## config.mk

```make
export PLATFORM = sky130hd
export DESIGN_NAME = pixel_write_sink
export DESIGN_NICKNAME = d
export VERILOG_FILES = /design/src/rtl/video_pkg.sv /design/src/rtl/pixel_fifo.sv /design/src/rtl/pixel_write_sink.sv
export SDC_FILE = /design/constraint.sdc
export NUM_CORES = 1
export LEC_CHECK = 0
export ABC_AREA = 1
export BUFFER_PORTS_ARGS = -buffer_cell sky130_fd_sc_hd__buf_4
export CORE_MARGIN = 5
export CORE_UTILIZATION = 55
export CTS_BUF_LIST = sky130_fd_sc_hd__clkbuf_16
export CTS_CLUSTER_SIZE = 14
export DETAILED_ROUTE_END_ITERATION = 8
export PLACE_DENSITY_LB_ADDON = 0.15
export SYNTH_ARGS = -nofsm -noshare
export SYNTH_HDL_FRONTEND = slang
export SYNTH_SLANG_ARGS = --single-unit
```

## constraint.sdc

```tcl
create_clock -name clk -period 3.93 [get_ports clk]
set_input_delay 0.393 -clock clk [delete_from_list [all_inputs] [get_ports clk]]
set_output_delay 0.393 -clock clk [all_outputs]
set_load 0.02 [all_outputs]
```

## src/rtl/video_pkg.sv

```systemverilog
// Shared video definitions: screen geometry, framebuffer address width and
// the pixel/state types used by the pixel write sink.
package video_pkg;

    localparam int unsigned SCREEN_W = 160;
    localparam int unsigned SCREEN_H = 120;
    localparam int unsigned ADDR_W   = 15;

    typedef logic [2:0] colour_t;

    typedef struct packed {
        logic [ADDR_W-1:0] addr;
        colour_t           colour;
    } pixel_t;

    typedef enum logic [1:0] {
        RUN        = 2'd0,
        CLEAR_WAIT = 2'd1,
        CLEAR      = 2'd2
    } sink_state_t;

endpackage

```

## src/rtl/pixel_fifo.sv

```systemverilog
// Synchronous FIFO with combinational read data; push is ignored when full
// and pop is ignored when empty.
module pixel_fifo #(
    parameter int unsigned DATA_W = 18,
    parameter int unsigned DEPTH  = 16
) (
    input  logic                       clk,
    input  logic                       reset,
    input  logic                       i_push,
    input  logic [DATA_W-1:0]          i_din,
    input  logic                       i_pop,
    output logic [DATA_W-1:0]          o_dout,
    output logic                       o_full,
    output logic                       o_empty,
    output logic [$clog2(DEPTH):0]     o_count
);

    localparam int unsigned PTR_W = $clog2(DEPTH);
    localparam int unsigned CNT_W = PTR_W + 1;

    logic [DATA_W-1:0] r_mem [DEPTH];
    logic [PTR_W-1:0]  r_wr_ptr;
    logic [PTR_W-1:0]  r_rd_ptr;
    logic [CNT_W-1:0]  r_count;
    logic              w_do_push;
    logic              w_do_pop;

    assign o_full    = (r_count == CNT_W'(DEPTH));
    assign o_empty   = (r_count == '0);
    assign o_count   = r_count;
    assign o_dout    = r_mem[r_rd_ptr];
    assign w_do_push = i_push && !o_full;
    assign w_do_pop  = i_pop && !o_empty;

    // Storage array; contents need no reset because the count guards reads.
    always_ff @(posedge clk) begin
        if (w_do_push) begin
            r_mem[r_wr_ptr] <= i_din;
        end
    end

    // Pointers and occupancy.
    always_ff @(posedge clk) begin
        if (reset) begin
            r_wr_ptr <= '0;
            r_rd_ptr <= '0;
            r_count  <= '0;
        end else begin
            if (w_do_push) begin
                r_wr_ptr <= r_wr_ptr + PTR_W'(1);
            end
            if (w_do_pop) begin
                r_rd_ptr <= r_rd_ptr + PTR_W'(1);
            end
            case ({w_do_push, w_do_pop})
                2'b10:   r_count <= r_count + CNT_W'(1);
                2'b01:   r_count <= r_count - CNT_W'(1);
                default: r_count <= r_count;
            endcase
        end
    end

endmodule

```

## src/rtl/pixel_write_sink.sv

```systemverilog
// Buffers range-checked pixel writes, converts (x, y) to a linear address and
// drives the video-memory write port; also performs a full-screen clear sweep.
module pixel_write_sink
    import video_pkg::*;
#(
    parameter int unsigned WIDTH        = SCREEN_W,
    parameter int unsigned HEIGHT       = SCREEN_H,
    parameter int unsigned FIFO_DEPTH   = 16,
    parameter colour_t     CLEAR_COLOUR = 3'b000
) (
    input  logic              clk,
    input  logic              reset,
    input  logic [7:0]        x,
    input  logic [6:0]        y,
    input  logic [2:0]        colour,
    input  logic              plot,
    output logic              ready,
    input  logic              clear,
    output logic              busy,
    output logic [ADDR_W-1:0] mem_addr,
    output logic [2:0]        mem_data,
    output logic              mem_we,
    input  logic              mem_ready,
    output logic [7:0]        dropped
);

    localparam logic [ADDR_W-1:0] LAST_ADDR = ADDR_W'(WIDTH * HEIGHT - 1);

    sink_state_t              r_state;
    sink_state_t              w_state_next;
    logic [ADDR_W-1:0]        r_mem_addr;
    logic [2:0]               r_mem_data;
    logic                     r_mem_we;
    logic [7:0]               r_dropped;
    logic [ADDR_W-1:0]        w_addr_next;
    logic [2:0]               w_data_next;
    logic                     w_we_next;
    logic                     w_in_range;
    logic                     w_push;
    logic                     w_pop;
    logic                     w_accept;
    logic                     w_stage_free;
    logic                     w_drained;
    logic                     w_full;
    logic                     w_empty;
    logic [$clog2(FIFO_DEPTH):0] w_count;
    pixel_t                   w_pixel_in;
    pixel_t                   w_pixel_out;

    // Address is formed at enqueue so the output stage only moves data.
    assign w_in_range        = (32'(x) < 32'(WIDTH)) && (32'(y) < 32'(HEIGHT));
    assign w_pixel_in.addr   = ADDR_W'(32'(y) * 32'(WIDTH) + 32'(x));
    assign w_pixel_in.colour = colour;

    assign busy         = (r_state != RUN);
    assign ready        = !reset && !w_full && !busy;
    assign w_push       = plot && ready && w_in_range;
    assign w_accept     = r_mem_we && mem_ready;
    assign w_stage_free = !r_mem_we || mem_ready;
    assign w_pop        = w_stage_free && !w_empty && (r_state != CLEAR);
    assign w_drained    = (w_count == '0) && w_stage_free;

    assign mem_addr = r_mem_addr;
    assign mem_data = r_mem_data;
    assign mem_we   = r_mem_we;
    assign dropped  = r_dropped;

    pixel_fifo #(
        .DATA_W ($bits(pixel_t)),
        .DEPTH  (FIFO_DEPTH)
    ) u_fifo (
        .clk     (clk),
        .reset   (reset),
        .i_push  (w_push),
        .i_din   (w_pixel_in),
        .i_pop   (w_pop),
        .o_dout  (w_pixel_out),
        .o_full  (w_full),
        .o_empty (w_empty),
        .o_count (w_count)
    );

    // Next-state logic for the run / drain-before-clear / sweep sequence.
    always_comb begin
        w_state_next = r_state;
        case (r_state)
            RUN: begin
                if (clear) w_state_next = CLEAR_WAIT;
                else       w_state_next = RUN;
            end
            CLEAR_WAIT: begin
                if (w_drained) w_state_next = CLEAR;
                else           w_state_next = CLEAR_WAIT;
            end
            CLEAR: begin
                if (w_accept && (r_mem_addr == LAST_ADDR)) w_state_next = RUN;
                else                                       w_state_next = CLEAR;
            end
            default: w_state_next = RUN;
        endcase
    end

    // Output stage: holds while stalled, otherwise reloads from sweep or FIFO.
    always_comb begin
        w_we_next   = r_mem_we;
        w_addr_next = r_mem_addr;
        w_data_next = r_mem_data;
        if (r_state == CLEAR) begin
            if (w_accept) begin
                if (r_mem_addr == LAST_ADDR) begin
                    w_we_next = 1'b0;
                end else begin
                    w_addr_next = r_mem_addr + ADDR_W'(1);
                end
            end else begin
                w_we_next = r_mem_we;
            end
        end else if ((r_state == CLEAR_WAIT) && w_drained) begin
            w_we_next   = 1'b1;
            w_addr_next = '0;
            w_data_next = CLEAR_COLOUR;
        end else if (w_pop) begin
            w_we_next   = 1'b1;
            w_addr_next = w_pixel_out.addr;
            w_data_next = w_pixel_out.colour;
        end else if (w_accept) begin
            w_we_next = 1'b0;
        end else begin
            w_we_next = r_mem_we;
        end
    end

    // State, output register and saturating drop counter.
    always_ff @(posedge clk) begin
        if (reset) begin
            r_state    <= RUN;
            r_mem_we   <= 1'b0;
            r_mem_addr <= '0;
            r_mem_data <= 3'd0;
            r_dropped  <= 8'd0;
        end else begin
            r_state    <= w_state_next;
            r_mem_we   <= w_we_next;
            r_mem_addr <= w_addr_next;
            r_mem_data <= w_data_next;
            if (plot && ready && !w_in_range && (r_dropped != 8'hFF)) begin
                r_dropped <= r_dropped + 8'd1;
            end
        end
    end

endmodule

```

==> results.md <==
* Simple-gate share of the synthesized area at 0.244
* RSZ-0062 raised after global routing: false
* Synth Register Bits at 334
* CTS Buf Count at 36
* ANT nets after route at 0
* CTS tree: built
* Layout cells sized above 1 at 0.113
* Worst hold path class: in2reg
* CTS resizes at 0
* List of most frequent post-synthesis cells: 419 x nand2_1, 298 x nand3_1, 288 x edfxtp_1
* Hold Startpoint: clear
* Dpl cells at 1742
* Max Cap Viol at 0
* Worst path cell trace: buf_4, ha_1, ha_1, fa_1, xor2_1, nand3_1, nor2_1, nand2_1, xor2_1
* Clock slew at reported path FFs at 0.06 ns
* CTS Sinks at 334
* WL/cell at 19.6 um
* Initial core utilization at 0.558
* Via density at 5.69
* Root Buffer: clkbuf_16
* GRT Resource Usage Total at 0.242
* Post-Synthesis Cells at 1388
* P&R area growth vs syn at 13.0%
* Leading area contributor after synthesis: edfxtp_1
* Worst-path fanout max at 16
* Setup crit start: y[1]
* Core ar. at 26000 um^2
* Overflow after GRT at 0
* Final WL at 35300 um
* Cell Count, Final, Fillers Out at 1807
* Largest family of logic cells by synthesized area: simple AND/OR/NAND/NOR gates
* Status: complete, no violations
* # setup viols final at 0
* Req. time, crit path at 4.07 ns
* Slew Limit Headroom at 0.143
* Adder-Cell Fraction of Synth Area at 0.0235
* DRC viols at 0
* Detailed Place HPWL at 20600 um
* Die Y at 172 um
* Antenna diode count at 0
* Die Area at 29700 um^2
* Lkg Pwr at 0.00624 uW
* Avg Inst Size Synth at 10.5 um^2
* Hold Path Depth at 3
* CP endpoint kind: register
* Post-synth EDFFs at 288
* IO buf count at 51
* Vias at 10300
* Worst skew pair latency at 0.52 ns
* H-tree depth at 2
* RR Startpoint: r_state[1]
* Vias in the first global route at 9958
* Tmin final at 3.00 ns
* Slew Viols, Final at 0
* Final hold vios at 0
* Num rows at 59
* Worst R2R Path Depth at 14
* Placed cell area at 15300 um^2
* WS Path Type: in2reg
* Design Area, Final at 16400 um^2
* Final period utilization at 0.764
* Placer Congestion at 0.900
* Skew final at 0.0164 ns
* Post-synthesis mux area share at 0
* Worst path slowest cell: xor2_1
* Fillers at 2103
* Wire length of the first global-routing pass at 55500 um
* Multi-input logic area at 4410 um^2
* XOR/XNOR Fraction of Synth Area at 0.0115
* WP depth at 9
* Post-synth top area share at 0.596
* Initial antenna violation count at 0
* Post-route setup TNS at 0 ns
* Detailed Route Iter0 Violations at 1148
* Ys flop type: edfxtp_1
* Worst-case clock buffer depth at 3
* Post-CTS setup buffers at 0
* Total power draw at 10800 uW
* Startpoint Class: primary input
* Crit path max-delay family: XOR/XNOR gates
* Ranking of synthesized cells by area: edfxtp_1 60%, nand2_1 11%, nand3_1 10%
* Largest net degree at the start of global routing at 145
* F_max at 333 MHz
* Die width at 172 um
* Pwr Density at 656 nW/um^2
* Post-Synthesis Net Count at 1437
* Synth Area in Compound Gates at 0.0220
* Critical path buffer and inverter count at 1
* # IOs at 52
* Sequential cell area at 9570 um^2
* Final net count at 1494
* Library cells used by synthesis at 36
* Largest stage delay on the critical path at 0.98 ns
* Sequential area share after synthesis at 0.659
* Most frequent cell after synthesis: nand2_1
* Asr flop ratio synth at 0
* Yosys Warn Count at 0
* Worst EP arrival at 3.14 ns
* Mapped Area at 14500 um^2
* Count of hold-fix buffers inserted at cts at 0
* Pre-antenna DRT Iters at 7
* Maximum vdd drop at 0.673 mV
* Worst-margin pin slew at 1.28 ns
==> layout by cell type, fill, tap and decap left out, types with 2 or more instances in the layout <==
master	n
a21oi_1	26
buf_12	3
buf_4	81
clkbuf_16	37
clkinv_1	12
clkinv_2	5
dfxtp_1	44
edfxtp_1	288
fa_1	2
ha_1	24
inv_1	66
inv_4	2
inv_6	4
nand2_1	419
nand2_2	3
nand3_1	298
nand3_2	2
nand4_1	7
nor2_1	62
nor2_2	19
nor2_4	3
nor3_1	5
o21ai_0	27
xnor2_1	4
xor2_1	15
==> state kept, by name, summed over array words and instances (netlist names), named ones only <==
register         flops
mem_addr            15
mem_data             3
mem_we               1
dropped              8
u_fifo.r_rd_ptr      4
u_fifo.r_mem       288
u_fifo.r_wr_ptr      4
r_state              2
u_fifo.o_count       5
==> layout make-up <==
type / instances / area share
Inverter: 63 / 0.0147
Tap cell: 335 / 0.0256
Multi-Input combinational cell: 926 / 0.269
Clock buffer: 37 / 0.0565
Clock inverter: 28 / 0.00961
Timing Repair Buffer: 84 / 0.0407
Sequential cell: 334 / 0.584
==> power by group <==
group / internal [uW] / total [uW] / switching (uW)
logic: 1030 / 3360 / 2330
clock network: 1780 / 3120 / 1340
registers: 4120 / 4280 / 158
total: 6930 / 10800 / 3830
==> per-stage QoR <==
| step | setup slack [ns] | util | hold slack (ns) |
|---|---|---|---|
| CTS | 1.03 | 0.631 | 0.0634 |
| detailed placement | 0.523 | 0.589 | 0.473 |
| global route | 0.784 | 0.631 | 0.0718 |
| floorplan | 1.14 | - | 0.436 |
| finish | 0.929 | 0.631 | 0.0809 |
| global placement | 0.608 | 0.589 | 0.461 |
==> cell families after synthesis <==
group | Yosys count
AND/OR/NAND/NOR | 822
XOR/XNOR | 19
AO/OA/AOI/OAI | 59
adder cells (fa/ha/maj) | 26
flip-flops | 334
buffers and inverters | 128
==> path summary, 6_finish.rpt <==
check / to / slack (ns)
worst max-delay path: u_fifo.r_mem[4][16] / 0.93
worst min register to register: mem_data[1] / 0.48
worst min-delay path: r_state[0] / 0.08
worst max register to register: u_fifo.o_count[4] / 1.31
==> worst min-delay path: cells and delay by family <==
| family | cells | cell delay, ns |
|---|---|---|
| buffers and inverters | 1 | 0.07 |
| AOI/OAI and AO/OA | 1 | 0.05 |
| and+or+nand+nor | 1 | 0.04 |
==> routing by layer <==
layer / vias to the layer above / GRT usage / share of wire
li1: 4910 / - / -
met1: 4909 / 0.343 / 0.42
met2: 409 / 0.393 / 0.47
met3: 58 / 0.0414 / 0.082
met4: 0 / 0.0656 / 0.023
met5: - / 0 / 0
Power figures use the tool's default switching activity.
